[src/rtl/mac_x2_sequencer.sv]
// mac_x2_sequencer
// Operand-side sequencer for the two-lane 8-bit MAC hard block. Accepts a
// beat-count command, streams paired operands into the MAC through registers,
// follows the MAC pipeline with a tag shift register, accumulates the tagged
// results into a 32-bit sum and returns it on a valid/ready result port.
module mac_x2_sequencer #(
   parameter int unsigned MAC_LATENCY = 2,
   parameter int unsigned LEN_WIDTH   = 8
) (
   input  logic                 clk,
   input  logic                 resetn,
   input  logic                 cmd_valid,
   output logic                 cmd_ready,
   input  logic [LEN_WIDTH-1:0] cmd_len,
   input  logic                 op_valid,
   output logic                 op_ready,
   input  logic [15:0]          op_a,
   input  logic [15:0]          op_b,
   output logic [7:0]           mac_dataa_0,
   output logic [7:0]           mac_dataa_1,
   output logic [7:0]           mac_datab_0,
   output logic [7:0]           mac_datab_1,
   input  logic [31:0]          mac_result,
   output logic                 res_valid,
   input  logic                 res_ready,
   output logic [31:0]          res_data
);

   typedef enum logic [1:0] {
      ST_IDLE,
      ST_FEED,
      ST_DRAIN,
      ST_OUT
   } state_e;

   state_e               state_q, state_d;
   logic [LEN_WIDTH-1:0] remaining_q, remaining_d;
   logic [31:0]          acc_q, acc_d;
   logic [MAC_LATENCY:0] tag_q;
   logic [15:0]          opa_q, opb_q;
   logic                 cmd_ready_q, op_ready_q, res_valid_q;
   logic [31:0]          res_data_q;

   logic cmd_fire, op_fire, res_fire, last_tag;

   // Handshake decode and next-state / accumulator computation.
   always_comb begin
      cmd_fire    = cmd_ready_q & cmd_valid;
      op_fire     = op_ready_q & op_valid;
      res_fire    = res_valid_q & res_ready;
      // The last tagged beat is at the pipe output when no younger tag remains.
      last_tag    = tag_q[MAC_LATENCY] && (tag_q[MAC_LATENCY-1:0] == '0);
      state_d     = state_q;
      remaining_d = remaining_q;
      acc_d       = acc_q;
      if (tag_q[MAC_LATENCY]) begin
         acc_d = acc_q + mac_result;
      end
      unique case (state_q)
         ST_IDLE: begin
            if (cmd_fire) begin
               remaining_d = cmd_len;
               acc_d       = '0;
               state_d     = (cmd_len == '0) ? ST_OUT : ST_FEED;
            end
         end
         ST_FEED: begin
            if (op_fire) begin
               remaining_d = remaining_q - LEN_WIDTH'(1);
               if (remaining_q == LEN_WIDTH'(1)) begin
                  state_d = ST_DRAIN;
               end
            end
         end
         ST_DRAIN: begin
            if (last_tag) begin
               state_d = ST_OUT;
            end
         end
         ST_OUT: begin
            if (res_fire) begin
               state_d = ST_IDLE;
            end
         end
         default: state_d = ST_IDLE;
      endcase
   end

   // State, operand registers, tag pipe and registered handshake outputs.
   always_ff @(posedge clk or negedge resetn) begin
      if (!resetn) begin
         state_q     <= ST_IDLE;
         remaining_q <= '0;
         acc_q       <= '0;
         tag_q       <= '0;
         opa_q       <= '0;
         opb_q       <= '0;
         cmd_ready_q <= 1'b0;
         op_ready_q  <= 1'b0;
         res_valid_q <= 1'b0;
         res_data_q  <= '0;
      end else begin
         state_q     <= state_d;
         remaining_q <= remaining_d;
         acc_q       <= acc_d;
         tag_q       <= {tag_q[MAC_LATENCY-1:0], op_fire};
         opa_q       <= op_fire ? op_a : '0;
         opb_q       <= op_fire ? op_b : '0;
         cmd_ready_q <= (state_d == ST_IDLE);
         op_ready_q  <= (state_d == ST_FEED);
         res_valid_q <= (state_d == ST_OUT);
         // Capture the final sum (including the last accumulation) on entry to OUT.
         if ((state_q != ST_OUT) && (state_d == ST_OUT)) begin
            res_data_q <= acc_d;
         end
      end
   end

   assign cmd_ready   = cmd_ready_q;
   assign op_ready    = op_ready_q;
   assign res_valid   = res_valid_q;
   assign res_data    = res_data_q;
   assign mac_dataa_0 = opa_q[7:0];
   assign mac_dataa_1 = opa_q[15:8];
   assign mac_datab_0 = opb_q[7:0];
   assign mac_datab_1 = opb_q[15:8];

endmodule

[config.mk]
export PLATFORM = sky130hd
export DESIGN_NAME = mac_x2_sequencer
export DESIGN_NICKNAME = d
export VERILOG_FILES = /design/src/rtl/mac_x2_sequencer.sv
export SDC_FILE = /design/constraint.sdc
export NUM_CORES = 1
export LEC_CHECK = 0
export ABC_AREA = 1
export CORE_ASPECT_RATIO = 1.1
export CORE_MARGIN = 2
export CORE_UTILIZATION = 47
export DETAILED_ROUTE_END_ITERATION = 12
export GPL_TIMING_DRIVEN = 0
export MAX_ROUTING_LAYER = met4
export PLACE_DENSITY = 0.77
export SLEW_MARGIN = 5
export SYNTH_ARGS = -nofsm -noshare
export SYNTH_HDL_FRONTEND = slang
export SYNTH_SLANG_ARGS = --single-unit
[constraint.sdc]
create_clock -name clk -period 1.82 [get_ports clk]
set_input_delay 0.546 -clock clk [delete_from_list [all_inputs] [get_ports clk]]
set_output_delay 0.546 -clock clk [all_outputs]
set_load 0.02 [all_outputs]
[Yosys cells after proc, flatten, opt, wreduce, memory -nomap -nowiden]
Index checks and enable logic that the tools add are counted.
Widths: inputs -> output; s select.
Word-level totals
  flip-flop bits (word level): 112
  input port bits: 77
  output and inout bits: 67
  logic and storage cells: 47
Cells by class
  add/sub/neg operators: 2
  eq/ne operators: 9
  mux-type cells: 15
  bitwise logic cells: 3
  reduce and logical (&&, ||, !) cells: 8
Operators by type and width (count)
  $mux 32: 3
  $add 32x32->32: 1
  $mux 16: 2
  $mux 8: 2
  $pmux 8 s2: 1
  $mux 2: 6
  $eq 8x1->1 const B: 1
  $logic_not 8->1: 1
  $pmux 2 s4: 1
  $sub 8x1->8 const B: 1
  $eq 2x2->1 const B: 3
  $logic_not 2->1: 3
  $ne 2x2->1 const B: 3
  $eq 2x1->1 const B: 2
  $and 1x1->1: 3
  $reduce_and 3->1: 1
  $logic_and 1x1->1: 2
  $reduce_bool 2->1: 1

[Depth between registers and ports, before layout]
Gate-level depths: netlist of the first run.
  depth after elaboration: 6
  depth in mapped cells: 13
  gate-level depth less buffers: 13

[Worst setup path before layout of the first run]
No wires, ideal clock.
  path kind: input to register
  from: input port mac_result[0]
  to: register res_data_q[8], in the netlist res_data[8]
  library setup time: 127 ps
  arrival: 1970 ps
  required time: 1693 ps
  setup slack: -277 ps
  stages: 9
  path buffers: 0
  cell sequence: ha_1 -> fa_1 -> nand3_1 -> nand3_1 -> nand2_1 -> nand2_1 -> xor2_1 -> o21ai_0 -> o21ai_2
Between the ends
  longest elaborated chain between the ends: 4
RTL lines
  start, declared: RTL line 23  | input logic [31:0] mac_result,
  $add 32x32->32 (*): RTL line 57  | acc_d = acc_q + mac_result;
  $mux 32 (*): RTL line 56  | if (tag_q[MAC_LATENCY]) begin
  $mux 32: RTL line 61  | if (cmd_fire) begin
  $mux 32 (*): RTL line 59  | unique case (state_q)
  end signal, assigned: RTL line 101  | res_data_q <= '0;
  end signal, assigned: RTL line 114  | res_data_q <= acc_d;
  end, declared: RTL line 42  | logic [31:0] res_data_q;
Mark *: on every way between the ends. The rest lies on a longest branch, timed or not.
A chain may end at the register's enable or synchronous reset.

[Worst setup path in the final report of the first run]
  from: register acc_q[14]
  to: register acc_q[16]
Between the ends
  longest elaborated chain between the ends: 4
RTL lines
  start, declared: RTL line 38  | logic [31:0] acc_q, acc_d;
  start signal, assigned: RTL line 94  | acc_q <= '0;
  start signal, assigned: RTL line 105  | acc_q <= acc_d;
  $add 32x32->32 (*): RTL line 57
  $mux 32 (*): RTL line 56
  $mux 32: RTL line 61
  $mux 32 (*): RTL line 59
  via acc_d[16]: RTL line 38
Mark *: on every way through the listed nets, which the timed path passes. The rest lies on a longest branch.

==> results of run 1 <==
## final cells by class
cell class              instances  area share, %
multi-input cells             688           42.9
flip-flops and latches        112           26.2
repair inverters                1         0.0584
inverters                     198           7.08
plain buffers                  19           1.55
clock buffers                  10           2.14
repair buffers                189           17.1
well taps                     192           2.24
clock inverters                 6          0.642
## power by group
group | internal [mW] | switching, mW | leakage [nW]
logic | 5.43 | 7.53 | 4.23
clock network | 1.08 | 0.899 | 0.143
registers | 3.48 | 0.853 | 1.41
total | 9.98 | 9.28 | 5.78
## repair_timing
action,4_1_cts,5_1_grt
cloned,6,1
pin swaps,77,70
gates resized for setup,277,141
buffers inserted,28,11
endpoints found under the setup margin,135,63
## cell families after synthesis
logic type	synth area share, %
AOI/OAI and AO/OA	5.71
xor gates and xnor gates	1.50
adders and majority gates	6.20
buffers and inverters	12.9
DFF	40.1
and+or+nand+nor	33.6
## synthesized netlist by cell type
library cell and count:
a21o_1 1, a21oi_1 30, a31oi_1 1, and2_1 1
buf_1 1, buf_12 1, buf_6 5, clkbuf_1 8
clkbuf_2 1, clkbuf_8 2, clkinv_1 1, dfrtp_1 112
dlymetal6s2s_1 1, fa_1 1, ha_1 33, inv_1 193
inv_2 4, nand2_1 324, nand2_2 3, nand3_1 77
nand3_2 1, nand4_1 5, nor2_1 139, nor2_4 2
nor2_8 1, nor3_1 11, nor3_4 1, o211ai_1 1
o21ai_0 22, o21ai_1 1, o21ai_2 8, o21bai_1 3
o22ai_1 2, o31ai_1 1, or2_2 7, xnor2_1 8
xor2_1 4
## flip-flops by register name (all words and copies together) (netlist names)
signal	flops
cmd_ready	1
acc_q	32
res_data	32
remaining_q	8
opb_q	16
state_q	2
opa_q	16
op_ready	1
res_valid	1
tag_q	3
## placed cells by master, fill, tap and decap left out, types with 3 or more instances in the layout
cell type,n
xnor2_1,3
buf_4,30
nand2_1,231
nand2_2,72
clkdlybuf4s50_1,37
nand3_2,34
buf_8,3
a21oi_2,12
a21oi_1,15
nor3_2,4
nor2_4,9
buf_6,11
o21bai_1,3
buf_12,3
nand4_1,5
clkbuf_1,9
dfrtp_2,4
clkdlybuf4s15_1,12
or2_2,6
inv_2,21
nor3_4,3
nor3_1,5
dlygate4sd2_1,92
nor2_1,119
nand3_1,33
xnor2_2,5
nor2_2,13
xor2_1,3
o21ai_0,18
nand2_4,23
clkbuf_16,10
inv_1,173
o21ai_2,9
buf_16,5
ha_4,31
a21oi_4,3
o21ai_1,4
dfrtp_1,108
nand3_4,11
## final timing paths
check                           startpoint             end  slack, ns  cells past startpoint
worst max-delay path             acc_q[14]       acc_q[16]      -0.25                     11
worst min-delay path                resetn  remaining_q[0]       0.13                      1
worst max register to register   acc_q[14]       acc_q[16]      -0.25                     11
worst min register to register    tag_q[1]        tag_q[2]       0.38                      0
max in group asynchronous           resetn        opa_q[5]       1.03                      2
min in group clk                  tag_q[1]        tag_q[2]       0.38                      0
## layer usage
metal / vias to the layer above / track usage, % / part of all wire, %
met4: 0 / 9.63 / 4.1
met5: - / - / 0
met3: 96 / 4.97 / 8.0
li1: 3490 / - / -
met2: 394 / 46.9 / 50
met1: 3438 / 32.9 / 38
## metrics by stage
step | hold WS [ns] | cell area [um2] | power [mW]
2_1_floorplan | 0.250 | 7100 | 10.3
3_3_place_gp | 0.360 | 8770 | 12.9
3_5_place_dp | 0.366 | 8800 | 13.1
4_1_cts | 0.145 | 10100 | 17.3
5_1_grt | 0.164 | 10700 | 20.5
6_report | 0.134 | 10700 | 19.3
==> key figures, run 1 <==
Run status
  – Status: complete, but fails checks
  – Failing checks: negative setup slack

Worst setup path
  – Worst path required time: 2.06 ns
  – CP Class: reg -> reg
  – Crit-path slowest cell: dfrtp_2
  – Crit path buffers/inverters: 2
  – Critical path's top delay family: simple AND/OR/NAND/NOR gates
  – Critical path fanouts, max: 4
  – Startpoint Class: register
  – Crit path DAT: around 2.3 ns
  – Critical-path cell list: ha_4 > nand2_1 > inv_1 > nand2_2 > nor3_4 > nand2_2 > nand2_2 > xnor2_2 > nand2_1 > nand2_1 > inv_1
  – CP max stage delay: 0.46 ns
  – Crit end category: register

Timing
  – Final number of hold-violating endpoints: 0
  – Achievable Freq: 482 MHz
  – Fin Setup TNS: -5.85 ns
  – Final Max Tran Viols: 0
  – Slew headroom: 59.6%
  – RSZ-0062 raised after global routing: yes
  – Tmin final: approximately 2.1 ns
  – Crit share post-route: 114%
  – Worst clock skew: ~0.012 ns
  – Final setup violation count: 56
  – Worst-Margin Slew: 0.606 ns
  – Setup ws final: -0.253 ns

Clock tree
  – Sink Count: 112
  – Num CTS Buffers: 9
  – H-tree depth: 3
  – CTS tree: built
  – Clock Latency Late Sink: 0.35 ns
  – CTS root buf: clkbuf_16
  – Clock tree buffer depth: 2
  – Cts hold-fix bufs: 0
  – Clock transition at path regs: 0.08 ns

Detailed routing
  – Drt drc: 0
  – Post-detailed-route count of antenna-violating nets: 0
  – Via/cell ratio: 5.24
  – Initial DRC Count: 551
  – Vias: 7,418
  – Routed wire per std cell: 16.2 um
  – Drt pass-1 iters: 6
  – DRT Wirelength: 23,000 um

Floorplan
  – DIE HEIGHT: about 130 um
  – Chip Width: about 120 um
  – Core Box Area: 0.0145 mm2
  – Die footprint: around 0.016 mm2
  – Initial core utilization: 48.2%
  – Num ports: about 140
  – Row cnt: 46

Synthesis
  – Ys Warns: 0
  – Yosys top cell by area: dfrtp_1
  – Mapped cell area: 0.00699 mm2
  – Cell count after synthesis: 1,017
  – Synth area leaders: dfrtp_1 40%, nand2_1 17%, inv_1 10%
  – Seq/Total Area, Yosys: about two fifths
  – Yosys reg bits: 112
  – Syn Nets: approximately 1,100
  – Mapped Avg Cell Area: 6.87 um2
  – Synth top area share: 40.1%
  – Netlist cell types: 37

Placed design
  – Placed Cells: 1,353
  – HPWL after DPL: ~15,000 um
  – Number of port buffers: 143
  – GP Congestion: around 0.9
  – Worst slack at placement: -0.861 ns

Global routing
  – Vias in the first global route: between 7,000 and 8,000
  – Largest net degree at the start of global routing: 61
  – Total grt overflow: 0
  – Global-route wire length before repair: 33,700 um
  – GR Util All Layers: between 20 and 30%
  – Initial antenna violation count: 0

Pwr
  – Pwr/cell area: 1800 mW/mm2
  – Leakage: ~5.8 nW
  – Maximum vdd drop: 0.855 mV

Cells and area
  – Final net count: about 1,300
  – FF+latch area: 0.00281 mm2
  – Layout cell share with drive strength beyond 1: 28.0%
  – # diodes: 0
  – Utilization after layout: between 70% and 80%
  – Area of the multi-input gates: 0.00460 mm2
  – Cell Count, Final, Fillers Out: roughly 1,400
  – Layout area overhead: 53.4%
  – Fill count: 1,071

Job
  – Max_cap viols: 0

Hold path
  – Worst hold path type: in -> async
No activity file was read; power rests on OpenSTA's default activity.
==> inputs of run 2 (changes only) <==
- REMOVE_ABC_BUFFERS: default -> 1
==> run 2 against run 1 <==
  * The flow still finishes with violations (negative setup slack)
  * Hold slack worse by 0.0072 ns
  * Combinational power is 8% lower
  * Sequential power is 3% lower
  * Wire length is 5.7% lower
  * Fmax is 1.4% higher
  * Non-clock buffer count is 24 lower
  * Final area is 2.5% lower
  * First-iteration DRC count is 5.1% lower
  * Sequential share of layout area is 0.67 points higher
  * Largest cell class unchanged
==> key figures, run 2 (synthesized netlist as in run 1, its figures left out) <==
Run status
  – Status: complete, but fails checks
  – Failing checks: negative setup slack

Cells and area
  – Design area: 0.0104 mm2 (-2.5%)
  – Layout area overhead: 49.5%
  – Final net count: 1,308 (-1.6%)
  – Most common cell after layout, fill and taps aside: nand2_1
  – Commonest non-fill, non-tap cells in the layout: 249 x nand2_1, 179 x inv_1, 119 x nor2_1
  – Layout cell share with drive strength beyond 1: 25.2% (-2.8 points)

Pwr
  – Maximum vdd drop: 0.828 mV (-3.2%)
  – Leakage: 5.70 nW (-1.5%)
  – Pwr/cell area: 1750 mW/mm2 (-2.7%)

Clock tree
  – Num CTS Buffers: 9 (unchanged)
  – H-tree depth: 3 (unchanged)
  – Cts hold-fix bufs: 0 (unchanged)
  – CTS root buf: clkbuf_16
  – Clock tree buffer depth: 2 (unchanged)
  – Clock transition at path regs: 0.08 ns (about the same)
  – Clock Latency Late Sink: 0.36 ns (about the same)
  – Sink Count: 112 (unchanged)
  – CTS tree: built

Timing
  – Worst clock skew: 0.0179 ns (+0.00584 ns)
  – Crit share post-route: 112% (-1.6 points)
  – Slew headroom: 65.1% (+5.5 points)
  – Final setup violation count: 41 (-27%)
  – RSZ-0062 raised after global routing: yes
  – Fin Setup TNS: -4.44 ns (+1.41 ns)
  – Worst-Margin Slew: 0.523 ns (-0.0831 ns)
  – Tmin final: 2.04 ns (-0.0289 ns)
  – Achievable Freq: 489 MHz (+1.4%)
  – Setup ws final: -0.224 ns (+0.0289 ns)
  – Final Max Tran Viols: 0 (unchanged)
  – Final number of hold-violating endpoints: 0 (unchanged)

Floorplan
  – Initial core utilization: 48.2% (unchanged)
  – DIE HEIGHT: 132 um (unchanged)
  – Chip Width: 120 um (unchanged)
  – Die footprint: 0.0159 mm2 (unchanged)
  – Num ports: 144 (unchanged)
  – Row cnt: 46 (unchanged)
  – Core Box Area: 0.0145 mm2 (unchanged)

Global routing
  – Global Route met2 Usage: 44.9% (-2.1 points)
  – GR Util met1: 32.9% (about the same)
  – Initial antenna violation count: 1 (+1)
  – Met3 Use GR: 4.02% (-0.95 points)
  – Global-route wire length before repair: 32,800 um (-2.7%)
  – Total grt overflow: 0 (unchanged)
  – Busiest layer in global routing: met2
  – Vias in the first global route: 6,814 (-4.9%)
  – Largest net degree at the start of global routing: 64 (+4.9%)
  – GR Util All Layers: 26.8% (-0.77 points)

Detailed routing
  – Via/cell ratio: 5.10 (-2.8%)
  – Routed wire per std cell: 15.5 um (-4.4%)
  – Initial DRC Count: 523 (-5.1%)
  – DRT Wirelength: 21,700 um (-5.7%)
  – Drt drc: 0 (unchanged)
  – Drt pass-1 iters: 5 (-1)
  – Vias: 7,111 (-4.1%)
  – Post-detailed-route count of antenna-violating nets: 0 (unchanged)

Worst setup path
  – Crit end category: register
  – CP Class: reg -> reg
  – Worst path required time: 2.08 ns (+0.02 ns)
  – Startpoint Class: register
  – Critical path fanouts, max: 2 (-2)
  – Crit path DAT: 2.30 ns (about the same)

Job
  – Max_cap viols: 0 (unchanged)

Hold path
  – Worst hold path type: in -> async

Placed design
  – GP Congestion: 0.946 (+4.5%)
  – Number of port buffers: 143 (unchanged)
  – HPWL after DPL: 12,900 um (-13%)
  – Area after DPL: 0.00856 mm2 (-2.7%)
-- run 2: cell types whose count changed in the layout (fill, tap and decap cells not counted), sizes merged, moves of 2 or more --
cell           delta
clkbuf            -7
clkinv            -3
buf              -11
nor2              +2
clkdlybuf4s15     -9
dlygate4sd2       +3
-- run 2: path summary, 6_finish.rpt --
| check | startpoint | to | slack (ns) | cells past startpoint |
|---|---|---|---|---|
| setup / recovery | acc_q[0] | res_data[2] | -0.22 | 10 |
| hold / removal | resetn | remaining_q[6] | 0.13 | 1 |
| setup reg to reg | acc_q[0] | res_data[2] | -0.22 | 10 |
| max in group asynchronous | resetn | acc_q[25] | 1.02 | 2 |
| min in group clk | tag_q[0] | tag_q[1] | 0.38 | 0 |
| hold reg to reg | tag_q[0] | tag_q[1] | 0.38 | 0 |
-- run 2: cell type report --
cell class              instances  area (um2)
fillers                      1119        4060
repair buffers                184        1710
diodes                          1        2.50
inverters                     198         767
clock buffers                  12         256
well taps                     192         240
clock inverters                 4        58.8
flip-flops and latches        112        2810
repair inverters                1        11.3
multi-input cells             691        4590
-- run 2: critical path: stages (launching register included) --
cell and delay [ns]:
dfrtp_1 0.42, ha_4 0.17, fa_2 0.36, buf_4 0.16, buf_6 0.11, buf_4 0.12, or2_2 0.30, a21oi_2 0.12
nor2_1 0.07, nand2_1 0.07, nand2_1 0.05
-- run 2: what timing repair did --
action                                  4_1_cts  5_1_grt
resized for setup                           278      130
setup buffers                                27       12
gates cloned                                  4        1
hold endpoints to repair                      0        0
pin swaps                                    46       61
endpoints found under the setup margin      140       64
-- run 2: stage by stage --
stage | hold slack, ns | cells | util (%) | total power [mW] | setup slack [ns]
3_3_place_gp | 0.359 | 1333 | 58.6 | 12.3 | -4.09
2_1_floorplan | 0.250 | 998 | - | 9.85 | -0.958
3_5_place_dp | 0.362 | 1335 | 59.0 | 12.5 | -1.82
4_1_cts | 0.141 | 1382 | 68.1 | 16.6 | -0.131
6_report | 0.127 | 1395 | 72.0 | 18.3 | -0.224
5_1_grt | 0.154 | 1395 | 72.0 | 19.5 | -0.295
-- run 2: where the power goes --
group	internal (mW)	total, mW	switching (mW)
clock network	1.16	2.13	0.967
registers	3.47	4.18	0.711
logic	4.77	12.0	7.19
total	9.40	18.3	8.87
-- run 2: per-layer routing --
metal / routed length [um] / vias up
li1: - / 3455
met1: 8530 / 3311
met2: 10900 / 289
met3: 1400 / 56
met4: 812 / 0
met5: 0 / -
==> inputs of run 3 (changes only) <==
- CORE_UTILIZATION: 47 -> 55
- DONT_BUFFER_PORTS: default -> 1
- PLACE_DENSITY: 0.77 -> 0.73
==> run 3 against run 2 <==
  * The flow finishes with violations (negative hold slack, negative setup slack)
  * Critical path depth up 2
  * Clock skew down 0.0079 ns
  * Fmax up 1.6%
  * Wire length down 3.3%
  * Count of clock-buffer cells in the layout down 1
  * Via count down 8.6%
  * Non-clock buffer count down 147
  * Global-route usage up 3.2 points
  * Total power down 4.9%
  * Final area down 15%
  * Flip-flop and latch count unchanged
==> key figures, run 3 (synthesized netlist as in run 1, its figures left out) <==
Run status
  – Status: complete, but fails checks
  – Failing checks: negative hold slack, negative setup slack

Timing
  – Worst clock skew: 0.0100 ns (-0.00786 ns)
  – Tmin final: 2.01 ns (-0.0325 ns)
  – Final Max Tran Viols: 0 (unchanged)
  – Final setup violation count: 48 (+17%)
  – Fin Setup TNS: -3.58 ns (+0.859 ns)
  – Setup ws final: -0.192 ns (+0.0325 ns)
  – Final number of hold-violating endpoints: 112 (+112)
  – RSZ-0062 raised after global routing: yes
  – Crit share post-route: 111% (-1.8 points)
  – Worst-Margin Slew: 0.519 ns (-0.00439 ns)
  – Achievable Freq: 497 MHz (+1.6%)
  – Slew headroom: 65.3% (+0.29 points)
  – Hold slack: -0.129 ns (-0.255 ns)

Detailed routing
  – Vias: 6,499 (-8.6%)
  – Post-detailed-route count of antenna-violating nets: 0 (unchanged)
  – Routed wire per std cell: 17.2 um (+11%)
  – Via/cell ratio: 5.35 (+4.9%)
  – Initial DRC Count: 508 (-2.9%)
  – Drt drc: 0 (unchanged)
  – DRT Wirelength: 20,900 um (-3.3%)
  – Drt pass-1 iters: 5 (unchanged)

Job
  – Max_cap viols: 0 (unchanged)

Clock tree
  – Clock Latency Late Sink: 0.36 ns (about the same)
  – CTS tree: built
  – Clock transition at path regs: 0.07 ns (about the same)
  – Sink Count: 112 (unchanged)
  – Num CTS Buffers: 9 (unchanged)
  – H-tree depth: 3 (unchanged)
  – CTS root buf: clkbuf_16
  – Clock tree buffer depth: 2 (unchanged)

Pwr
  – Power share of the clock group: 12.8% (+1.1 points)
  – Sequential share of power: 28.0% (+5.1 points)
  – Sw Pwr: 8.54 mW (-3.7%)
  – Maximum vdd drop: 0.874 mV (+5.5%)
  – Comb power frac: 59.2% (-6.3 points)
  – Leakage: 4.76 nW (-16%)
  – Pint: 8.84 mW (-6.0%)
  – Net Sw Frac: 49.1% (+0.59 points)
  – Pwr/cell area: 1960 mW/mm2 (+12%)

Cells and area
  – # diodes: 0 (-1)
  – Final net count: 1,164 (-11%)
  – Design area: 0.00885 mm2 (-15%)
  – Layout area overhead: 26.7%
  – Cell Count, Final, Fillers Out: 1,215 (-13%)
  – Commonest non-fill, non-tap cells in the layout: 260 x nand2_1, 186 x inv_1, 121 x nor2_1
  – Utilization after layout: 70.9% (-1.1 points)
  – Layout cell share with drive strength beyond 1: 24.6% (-0.63 points)
  – Most common cell after layout, fill and taps aside: nand2_1

Floorplan
  – Die footprint: 0.0136 mm2 (-14%)
  – Row cnt: 43 (-6.5%)
  – Chip Width: 111 um (-7.3%)
  – Core Box Area: 0.0125 mm2 (-14%)
  – Initial core utilization: 56.0% (+7.8 points)
  – DIE HEIGHT: 122 um (-7.3%)
  – Num ports: 144 (unchanged)

Worst setup path
  – Reg2reg end: res_data[16]
  – CP Class: reg -> reg
  – Crit path DAT: 2.26 ns (-0.04 ns)
  – Setup slack, reg-to-reg: -0.19 ns (+0.03 ns)
  – CP max stage delay: 0.42 ns (about the same)
  – Critical R2R Launch: acc_q[0]
  – Critical path fanouts, max: 4 (+2)
  – Worst path required time: 2.07 ns (about the same)
  – Reg2reg path depth: 12 (+2)
  – Crit path top cell by count: nand2_2
  – Crit end category: register
  – Startpoint Class: register
  – Crit-path slowest cell: dfrtp_1
  – Critical-path cell list: ha_4 > fa_2 > nand3_2 > nand3_4 > nand2_4 > nand2_4 > nand2_2 > nand2_2 > xnor2_2 > nand2_1 > nand3_2 > nand2_2

Hold path
  – Worst hold path type: in -> async

Global routing
  – Largest net degree at the start of global routing: 113 (+77%)
  – Global-route wire length before repair: 30,800 um (-6.1%)
  – Initial antenna violation count: 0 (-1)
  – Vias in the first global route: 6,172 (-9.4%)
  – GR Util All Layers: 30.0% (+3.2 points)
  – Total grt overflow: 0 (unchanged)

Placed design
  – HPWL after DPL: 12,000 um (-7.2%)
  – GP Congestion: 0.949 (+0.34%)
  – Placed Cells: 1,156 (-13%)
  – Worst slack at placement: -1.35 ns (+0.468 ns)
  – Area after DPL: 0.00705 mm2 (-18%)
  – Number of port buffers: 0 (-100%)
## run 3: cell count changes in the layout (fill, tap and decap cells not counted), moves of 5 or more
cell,previous run,this run
clkdlybuf4s50_1,38,0
nand2_1,249,260
nand3_1,38,50
inv_2,16,7
nor2_4,14,9
nand3_2,31,20
inv_1,179,186
dlygate4sd2_1,95,0
nand2_4,27,13
## run 3: worst max-delay path: cells and delay by family, from the launching register on
| kind | cells | cell delay, ns |
|---|---|---|
| and+or+nand+nor | 9 | 0.78 |
| adders and majority gates | 2 | 0.56 |
| DFF | 1 | 0.42 |
| xor gates and xnor gates | 1 | 0.14 |
## run 3: worst max path at each step
| stage | slack (ns) | cells after the start | startpoint | endpoint |
|---|---|---|---|---|
| after global routing | -0.27 | 12 | acc_q[0] | res_data[16] |
| after CTS | -0.17 | 12 | acc_q[0] | res_data[20] |
| after detailed placement | -1.35 | 9 | cmd_valid | res_data[11] |
| after floorplan | -0.96 | 9 | tag_q[2] | res_data[10] |
| final | -0.19 | 12 | acc_q[0] | res_data[16] |
| after global placement | -2.31 | 9 | tag_q[2] | res_data[3] |
## run 3: metal layers
| layer | GRT usage [%] | part of all wire, % | vias to the layer above |
|---|---|---|---|
| met2 | 50.2 | 48 | 296 |
| li1 | - | - | 3163 |
| met1 | 35.9 | 40 | 2973 |
| met5 | - | 0 | - |
| met3 | 6.87 | 7.1 | 67 |
| met4 | 10.8 | 4.6 | 0 |
## run 3: repair_timing
| item | 4_1_cts | 5_1_grt |
|---|---|---|
| setup endpoints to repair | 65 | 61 |
| cloned | 8 | 0 |
| pin swaps | 29 | 29 |
| resized for setup | 135 | 109 |
| hold endpoints to repair | 112 | 112 |
| buffers inserted | 23 | 14 |
## run 3: final cells by class
type                    count  area, um2
clock buffers              11        243
clock inverters             5       87.6
fillers                   973       3630
inverters                 198        768
multi-input cells         691       4320
flip-flops and latches    112       2810
well taps                 157        196
repair buffers             37        360
repair inverters            4       65.1
## run 3: stage by stage
stage	power, mW	hold slack (ns)
after floorplan	9.85	0.250
after global placement	11.2	0.253
after CTS	15.8	-0.137
after detailed placement	11.4	0.253
after global routing	18.6	-0.143
final	17.4	-0.129
## run 3: power by group through the flow
| stage | clock, mW | combinational (mW) | sequential [mW] |
|---|---|---|---|
| after global routing | 2.37 | 11.2 | 4.97 |
| after detailed placement | 0 | 6.67 | 4.71 |
| after global placement | 0 | 6.50 | 4.75 |
| after floorplan | 0 | 5.29 | 4.56 |
| after CTS | 2.26 | 8.78 | 4.78 |
| final | 2.23 | 10.3 | 4.86 |
